[config.mk]
export PLATFORM = sky130hd
export DESIGN_NAME = if_fetch
export DESIGN_NICKNAME = d
export VERILOG_FILES = /design/src/rtl/if_fetch.sv
export SDC_FILE = /design/constraint.sdc
export NUM_CORES = 1
export LEC_CHECK = 0
export BUFFER_PORTS_ARGS = -buffer_cell sky130_fd_sc_hd__buf_2
export CORE_ASPECT_RATIO = 2
export CORE_MARGIN = 2
export CORE_UTILIZATION = 45
export CTS_CLUSTER_SIZE = 25
export DETAILED_ROUTE_END_ITERATION = 10
export PLACE_DENSITY = 0.65
export SYNTH_ARGS = -nofsm -noshare
export SYNTH_HDL_FRONTEND = slang
export SYNTH_SLANG_ARGS = --single-unit
export TNS_END_PERCENT = 5
[constraint.sdc]
create_clock -name clk -period 6 [get_ports clk]
set_input_delay 0.9 -clock clk [delete_from_list [all_inputs] [get_ports clk]]
set_output_delay 0.9 -clock clk [all_outputs]
set_load 0.1 [all_outputs]
[src/rtl/if_fetch.sv]
// Instruction-fetch stage: PC, in-order memory requests and a 2-entry {pc, word} queue to decode.
// Defining IF_PERF_CNT_EN adds the perf_fetch_cnt / perf_flush_cnt event counters.
module if_fetch #(
  parameter logic [31:0] RESET_PC = 32'hBFC0_0000
) (
  input  logic        clk,
  input  logic        rst,
  input  logic        stall_request,
  input  logic        branch_flag,
  input  logic [31:0] branch_addr,
  output logic        rom_en,
  output logic [31:0] rom_addr,
  input  logic        rom_ready,
  input  logic        rom_rvalid,
  input  logic [31:0] rom_rdata,
  output logic        inst_valid,
  output logic [31:0] addr,
  output logic [31:0] inst
`ifdef IF_PERF_CNT_EN
  ,
  output logic [31:0] perf_fetch_cnt,
  output logic [31:0] perf_flush_cnt
`endif
);

  logic [31:0] pc_q, pc_d;
  logic [1:0]  outstanding_q, outstanding_d;
  logic [1:0]  drop_q, drop_d;
  logic [31:0] tag_q [2];
  logic        tag_wr_q, tag_rd_q;
  logic [31:0] fifo_pc_q [2];
  logic [31:0] fifo_inst_q [2];
  logic        fifo_wr_q, fifo_wr_d;
  logic        fifo_rd_q, fifo_rd_d;
  logic [1:0]  fifo_cnt_q, fifo_cnt_d;
  logic        pop, accept, resp, deliver;
  logic [2:0]  credit_used;

  always_comb begin
    inst_valid  = rst && (fifo_cnt_q != 2'd0);
    addr        = inst_valid ? fifo_pc_q[fifo_rd_q] : 32'h0;
    inst        = inst_valid ? fifo_inst_q[fifo_rd_q] : 32'h0;
    // On a branch cycle an unstalled head is still taken as the delay slot.
    pop         = inst_valid && !stall_request;
    credit_used = {1'b0, outstanding_q} + {1'b0, fifo_cnt_q} - {2'b00, pop};
    rom_en      = rst && !branch_flag && (credit_used < 3'd2);
    rom_addr    = rst ? pc_q : RESET_PC;
    accept      = rom_en && rom_ready;
    // A response with nothing outstanding is a protocol error and is ignored.
    resp        = rst && rom_rvalid && (outstanding_q != 2'd0);
    deliver     = resp && (drop_q == 2'd0) && !branch_flag;
  end

  always_comb begin
    pc_d          = pc_q;
    outstanding_d = outstanding_q + {1'b0, accept} - {1'b0, resp};
    drop_d        = drop_q;
    fifo_wr_d     = fifo_wr_q;
    fifo_rd_d     = fifo_rd_q;
    fifo_cnt_d    = fifo_cnt_q + {1'b0, deliver} - {1'b0, pop};
    if (accept) pc_d = pc_q + 32'd4;
    if (resp && (drop_q != 2'd0)) drop_d = drop_q - 2'd1;
    if (deliver) fifo_wr_d = ~fifo_wr_q;
    if (pop) fifo_rd_d = ~fifo_rd_q;
    if (branch_flag) begin
      pc_d       = branch_addr & 32'hFFFF_FFFC;
      drop_d     = outstanding_q - {1'b0, resp};
      fifo_cnt_d = 2'd0;
      fifo_wr_d  = 1'b0;
      fifo_rd_d  = 1'b0;
    end
  end

  always_ff @(posedge clk) begin
    if (!rst) begin
      pc_q          <= RESET_PC;
      outstanding_q <= 2'd0;
      drop_q        <= 2'd0;
      tag_wr_q      <= 1'b0;
      tag_rd_q      <= 1'b0;
      fifo_wr_q     <= 1'b0;
      fifo_rd_q     <= 1'b0;
      fifo_cnt_q    <= 2'd0;
    end else begin
      pc_q          <= pc_d;
      outstanding_q <= outstanding_d;
      drop_q        <= drop_d;
      tag_wr_q      <= tag_wr_q ^ accept;
      tag_rd_q      <= tag_rd_q ^ resp;
      fifo_wr_q     <= fifo_wr_d;
      fifo_rd_q     <= fifo_rd_d;
      fifo_cnt_q    <= fifo_cnt_d;
    end
  end

  // Payload storage needs no reset: occupancy lives in the pointers and counts.
  always_ff @(posedge clk) begin
    if (accept) tag_q[tag_wr_q] <= pc_q;
    if (deliver) begin
      fifo_pc_q[fifo_wr_q]   <= tag_q[tag_rd_q];
      fifo_inst_q[fifo_wr_q] <= rom_rdata;
    end
  end

`ifdef IF_PERF_CNT_EN
  always_ff @(posedge clk) begin
    if (!rst) begin
      perf_fetch_cnt <= 32'd0;
      perf_flush_cnt <= 32'd0;
    end else begin
      perf_fetch_cnt <= perf_fetch_cnt + {31'd0, pop};
      perf_flush_cnt <= perf_flush_cnt + {31'd0, branch_flag};
    end
  end
`endif

endmodule

==> results.sh, run 1 <==
export IMPL_place_area_um2=10500
export IMPL_place_congestion=0.811
export IMPL_grt_pass1_vias=5776
export IMPL_p_comb_frac=0.086
export IMPL_critPathTopFamily="buffers and inverters"
export IMPL_setup_violations=0
export IMPL_synth_adder_area_share=0.0140
export IMPL_p_switching_mw=0.795
export IMPL_clock_fmax_mhz=248
export IMPL_p_seq_frac=0.514
export IMPL_powerDensity_nw_per_um2=309
export IMPL_cap_violations=0
export IMPL_yosys_most_used_dff="edfxtp_1"
export IMPL_postCtsSetupRepairBufs=0
export IMPL_path_clk_slew_ns=0.07
export IMPL_via_per_inst=5.20
export IMPL_final_area_um2=11300
export IMPL_cp_cell_sequence="buf_2, buf_4, o21ai_4, nor3_1, o21ai_0, fa_1, xor2_1, and3_1, buf_2"
export IMPL_hold_depth=0
export IMPL_rsz0062_at_grt="no"
export IMPL_crit_buf_inv=3
export IMPL_grt_max_degree=65
export IMPL_clockRootBuffer="clkbuf_16"
export IMPL_cts_tree="built"
export IMPL_cp_required_ns=5.10
export IMPL_critical_path_depth=9
export IMPL_die_w_um=107
export IMPL_synth_edf_count=184
export IMPL_grt_overflow=0
export IMPL_skew_ns=0.0141
export IMPL_irDropWorstVdd_uv=216
export IMPL_worstRegToRegCells=11
export IMPL_hp_class="reg2reg"
export IMPL_core_area_um2=20800
export IMPL_arrival_ns=3.14
export IMPL_min_period_ns=4.04
export IMPL_h_tree_depth=1
export IMPL_maxSlewHeadroom=0.311
export IMPL_diodes=0
export IMPL_final_layout_size_suffix_gt1_frac=0.284
export IMPL_end_kind="primary output"
export IMPL_synthMuxAreaShare=0.105
export IMPL_synth_warning_count=0
export IMPL_p_clk_frac=0.400
export IMPL_syn_area_um2=9460
export IMPL_synthTopCellsByArea="edfxtp_1, dfxtp_1, mux2i_1"
export IMPL_cts_buffer_depth=3
export IMPL_grt_first_pass_wirelength_mm=29.6
export IMPL_worst_pin_slew_ns=1.03
export IMPL_clk_latency_ns=0.51
export IMPL_synthToLayoutAreaGrowth_pct=19.0
export IMPL_ys_seq_area_frac=0.673
export IMPL_synth_compound_gate_area_share=0.0471
export IMPL_avgRoutedWirePerCell_um=16.7
export IMPL_seq_area_um2=6370
export IMPL_ctsResizeCount=0
export IMPL_pin_count=168
export IMPL_finalSetupTns_ns=0
export IMPL_async_flop_share=0
export IMPL_cp_common_cell="buf_2"
export IMPL_maxSlewViolCount=0
export IMPL_nNetsFinal=931
export IMPL_yosys_area_share_simple=0.118
export IMPL_avgSynthCellArea_um2=13.6
export IMPL_ant_nets=0
export IMPL_vias=5897
export IMPL_hold_buffers=0
export IMPL_layout_cells_non_filler=1134
export IMPL_die_h_um=209
export IMPL_start_kind="primary input"
export IMPL_synth_top_area_cell="edfxtp_1"
export IMPL_netlist_top_cells_count="edfxtp_1, nor2_1, mux2i_1"
export IMPL_critPathSlowestCell="fa_1"
export IMPL_synth_most_common_cell="edfxtp_1"
export IMPL_numCtsBuffers=20
export IMPL_ys_types=56
export IMPL_synthCells=697
export IMPL_yosys_area_share_xor_xnor=0.0176
export IMPL_internal_power_mw=2.68
export IMPL_cp_max_fo=39
export IMPL_drt_iter0_drc=167
export IMPL_antenna_found_initial=0
export IMPL_fillerInstances=1838
export IMPL_fin_crit_sh=0.673
export IMPL_hpwl_mm=12.5
export IMPL_grtUsageTotal=0.169
export IMPL_start_util=0.454
export IMPL_status="finished clean"
export IMPL_swShare=0.229
export IMPL_port_buffers=161
export IMPL_max_stage_delay_ns=0.43
export IMPL_synth_top_family_by_area="simple AND/OR/NAND/NOR gates"
export IMPL_dieArea_um2=22300
export IMPL_multi_input_area_um2=2890
export IMPL_dr_pass1_iters=6
export IMPL_worstSetupPathType="in2out"
export IMPL_ys_seq_elements=226
export IMPL_wl_mm=18.9
export IMPL_row_count=75
export IMPL_hold_viol_final=0
export IMPL_synth_top_area_share=0.584
export IMPL_placed_cells=1098
export IMPL_p_leak_nw=4.15
export IMPL_drc=0
export IMPL_clock_sinks=226
## worst reg2reg max path: cells and delay by family (launching register included)
kind	cells	cell delay, ns
AND/OR/NAND/NOR	5	1.55
AO/OA/AOI/OAI	4	0.68
adder cells (fa/ha/maj)	1	0.47
flip-flops	1	0.42
buffers and inverters	1	0.12
## cells in the final DEF, fill, tap and decap left out, drive strengths merged, types with 2 or more instances in the layout
| master | count |
|---|---|
| nand4 | 14 |
| and4 | 2 |
| nand2b | 8 |
| o211ai | 5 |
| a31oi | 6 |
| ha | 9 |
| nand4b | 2 |
| a211oi | 2 |
| clkinvlp | 2 |
| buf | 171 |
| nor3 | 6 |
| clkbuf | 27 |
| inv | 16 |
| and2 | 25 |
| mux2i | 64 |
| a21oi | 31 |
| mux2 | 31 |
| edfxtp | 184 |
| nor2b | 3 |
| xor2 | 9 |
| nand2 | 30 |
| and3 | 4 |
| o311ai | 2 |
| nand3 | 14 |
| a32oi | 3 |
| or4 | 3 |
| dfxtp | 42 |
| nor2 | 93 |
| bufinv | 4 |
| xnor2 | 10 |
| clkinv | 3 |
| o22ai | 2 |
| conb | 4 |
| o21ai | 15 |
| nor4 | 7 |
## flip-flops by register name (all words and copies together), names as in the netlist, 2 cells and up, named ones only
signal,flops
pc_q,30
outstanding_q,2
fifo_pc_q,60
fifo_inst_q,64
drop_q,2
fifo_cnt_q,2
tag_q,60
## metal layers
metal | part of all wire | routed length, um | global-route usage
met5 | 0 | 0 | 0
met4 | 0.037 | 699 | 0.0775
met3 | 0.044 | 824 | 0.0215
met2 | 0.54 | 10300 | 0.323
met1 | 0.37 | 7080 | 0.181
## cell type report
type / instances / area share
Timing Repair Buffer: 171 / 0.0782
Sequential cell: 226 / 0.566
Multi-Input combinational cell: 416 / 0.257
Clock inverter: 9 / 0.0138
Inverter: 16 / 0.00533
Tap cell: 269 / 0.0299
Clock buffer: 27 / 0.0505
## power by group through the flow
stage,Combinational [mW],Clock (mW),Sequential (mW)
after floorplan,0.233,0,1.81
after global placement,0.294,0,1.82
after detailed placement,0.299,0,1.82
after CTS,0.300,1.42,1.79
after global routing,0.322,1.47,1.79
final,0.298,1.39,1.79
## final timing paths
kind / from / to / slack [ns]
setup reg to reg: fifo_cnt_q[0] / pc_q[22] / 2.66
hold reg to reg: pc_q[27] / tag_q[1][27] / 0.51
setup / recovery: rst / rom_en / 1.96
hold / removal: pc_q[27] / tag_q[1][27] / 0.51
## per-stage QoR
step / util / setup WS [ns] / hold slack (ns) / total power, mW
6_report: 0.540 / 1.96 / 0.512 / 3.48
3_5_place_dp: 0.506 / 1.75 / 0.485 / 2.12
3_3_place_gp: 0.506 / 1.74 / 0.467 / 2.11
5_1_grt: 0.540 / 1.75 / 0.530 / 3.58
4_1_cts: 0.540 / 1.93 / 0.507 / 3.50
2_1_floorplan: - / 1.16 / 0.420 / 2.04
## cells by family (layout without fill, tap and decap cells)
| kind of cell | count (synthesis) | in the layout |
|---|---|---|
| buf+inv | 58 | 223 |
| flops | 226 | 226 |
| other cells | 1 | 4 |
| xor+xnor | 19 | 19 |
| compound gates | 74 | 74 |
| simple gates | 214 | 214 |
| fa+ha+maj | 10 | 10 |
| mux | 95 | 95 |
No activity file was read; power rests on OpenSTA's default activity.
==> run 2, diff against run 1 <==
Clock period 6 ns to 4.2 ns, I/O delays scaled along.
==> run 2 against run 1 <==
  * Non-clock buffer count grew 6
  * Sequential power grew 42%
  * Final area is essentially flat
  * Flip-flop and latch count is the same
  * Global-route usage shrank 0.13 points
  * Critical path depth shrank 2
  * Worst hold slack lost 0.19 ns
  * Critical path type is now reg2out
==> results.sh, run 2 (synthesis results as in run 1) <==
export IMPL_status="finished clean"
export IMPL_p_switching_mw=1.12
export IMPL_grt_max_degree=65
export IMPL_cp_cell_sequence="o21ai_4, nor3_1, o21ai_0, fa_1, xor2_1, and3_1, buf_2"
export IMPL_cts_buffer_depth=3
export IMPL_internal_power_mw=3.68
export IMPL_grt_pass1_vias=5701
export IMPL_synthToLayoutAreaGrowth_pct=18.9
export IMPL_dr_wl_met3_um=922
export IMPL_rr_endpoint="outstanding_q[0]"
export IMPL_p_leak_nw=4.16
export IMPL_ant_nets=0
export IMPL_clk_latency_ns=0.50
export IMPL_dr_pass1_iters=5
export IMPL_clock_sinks=226
export IMPL_finalSetupTns_ns=0
export IMPL_placed_cells=1104
export IMPL_p_clk_frac=0.378
export IMPL_crit_buf_inv=1
export IMPL_skew_ns=0.0152
export IMPL_arrival_ns=2.71
export IMPL_largest_reg_flops=64
export IMPL_antenna_found_initial=0
export IMPL_hp_class="in2reg"
export IMPL_core_area_um2=20800
export IMPL_worstRegToRegCells=11
export IMPL_clockRootBuffer="clkbuf_16"
export IMPL_h_tree_depth=1
export IMPL_final_cell_mix="edfxtp_1, buf_2, nor2_1, mux2i_1, dfxtp_1"
export IMPL_vias=5937
export IMPL_port_buffers=161
export IMPL_start_kind="flop"
export IMPL_irDropWorstVdd_uv=275
export IMPL_hold_depth=1
export IMPL_diodes=0
export IMPL_die_h_um=209
export IMPL_regMostFlops="fifo_inst_q"
export IMPL_worstSetupPathType="reg2out"
export IMPL_final_layout_size_suffix_gt1_frac=0.288
export IMPL_cts_tree="built"
export IMPL_path_clk_slew_ns=0.06
export IMPL_wl_mm=18.7
export IMPL_powerDensity_nw_per_um2=426
export IMPL_critPathTopFamily="simple AND/OR/NAND/NOR gates"
export IMPL_dieArea_um2=22300
export IMPL_grt_overflow=0
export IMPL_hold_buffers=0
export IMPL_top_layer="met4"
export IMPL_place_congestion=0.816
export IMPL_grt_first_pass_wirelength_mm=29.4
export IMPL_r2r_slack_ns=1.10
export IMPL_avgRoutedWirePerCell_um=16.4
export IMPL_numCtsBuffers=20
export IMPL_max_stage_delay_ns=0.44
export IMPL_p_comb_frac=0.089
export IMPL_whs_endpoint="fifo_inst_q[0][20]"
export IMPL_final_common_cell="edfxtp_1"
export IMPL_min_period_ns=3.34
export IMPL_maxSlewViolCount=0
export IMPL_cp_required_ns=3.57
export IMPL_top_regs="fifo_inst_q (64), fifo_pc_q (60), tag_q (60)"
export IMPL_via_per_inst=5.21
export IMPL_pin_count=168
export IMPL_setup_violations=0
export IMPL_layout_setup_ws_ns=0.864
export IMPL_cp_max_fo=4
export IMPL_clock_fmax_mhz=300
export IMPL_hold_viol_final=0
export IMPL_min_from="rom_rdata[20]"
export IMPL_layout_cells_non_filler=1140
export IMPL_start_util=0.454
export IMPL_worst_pin_slew_ns=0.854
export IMPL_reg2reg_from="fifo_cnt_q[0]"
export IMPL_preCtsSetupSlack_ns=0.774
export IMPL_swShare=0.234
export IMPL_wl_met2_mm=10.4
export IMPL_p_seq_frac=0.532
export IMPL_fin_crit_sh=0.794
export IMPL_maxSlewHeadroom=0.431
export IMPL_nNetsFinal=937
export IMPL_end_kind="primary output"
export IMPL_m1WireLength_mm=6.89
export IMPL_drc=0
export IMPL_rsz0062_at_grt="no"
export IMPL_critPathSlowestCell="fa_1"
export IMPL_die_w_um=107
export IMPL_row_count=75
export IMPL_postCtsSetupRepairBufs=0
export IMPL_ctsResizeCount=0
export IMPL_drt_iter0_drc=282
export IMPL_utilization=0.540
export IMPL_cap_violations=0
export IMPL_grtUsageTotal=0.168
export IMPL_hpwl_mm=12.7
==> run 2: area by class of cell <==
type,count,area [um^2]
clock buffer,25,541
clock inverter,11,114
fill,1823,9580
inverter,16,60.1
multi-input combinational,416,2890
sequential,226,6370
tap,269,337
timing repair buffer,177,938
==> run 2: power by group through the flow <==
stage / logic (mW) / clock network [mW] / registers [mW]
floorplan: 0.332 / 0 / 2.58
detailed placement: 0.429 / 0 / 2.60
global route: 0.463 / 1.94 / 2.56
finish: 0.429 / 1.82 / 2.55
CTS: 0.432 / 1.86 / 2.55
global placement: 0.425 / 0 / 2.60
==> run 2: stage by stage <==
step                power, mW  hold slack (ns)  instance area (um^2)
floorplan                2.91            0.420                  9470
global placement         3.02            0.488                 10600
detailed placement       3.03            0.497                 10600
CTS                      4.85            0.297                 11200
global route             4.96            0.305                 11200
finish                   4.80            0.318                 11200
==> run 2: worst max-delay path by stage <==
stage	slack [ns]	start	cells after the start	endpoint
4_1_cts	0.83	fifo_cnt_q[0]	7	rom_en
3_3_place_gp	0.83	rst	12	outstanding_q[0]
3_5_place_dp	0.77	rst	12	outstanding_q[0]
2_1_floorplan	0.28	rst	10	tag_q[1][10]
5_1_grt	0.68	fifo_cnt_q[1]	7	rom_en
6_report	0.86	fifo_cnt_q[0]	7	rom_en
==> run 2: per-layer routing <==
layer,global-route usage,vias up
met5,0,-
met4,0.0645,0
met3,0.0225,31
met2,0.323,182
met1,0.183,2859
li1,-,2865
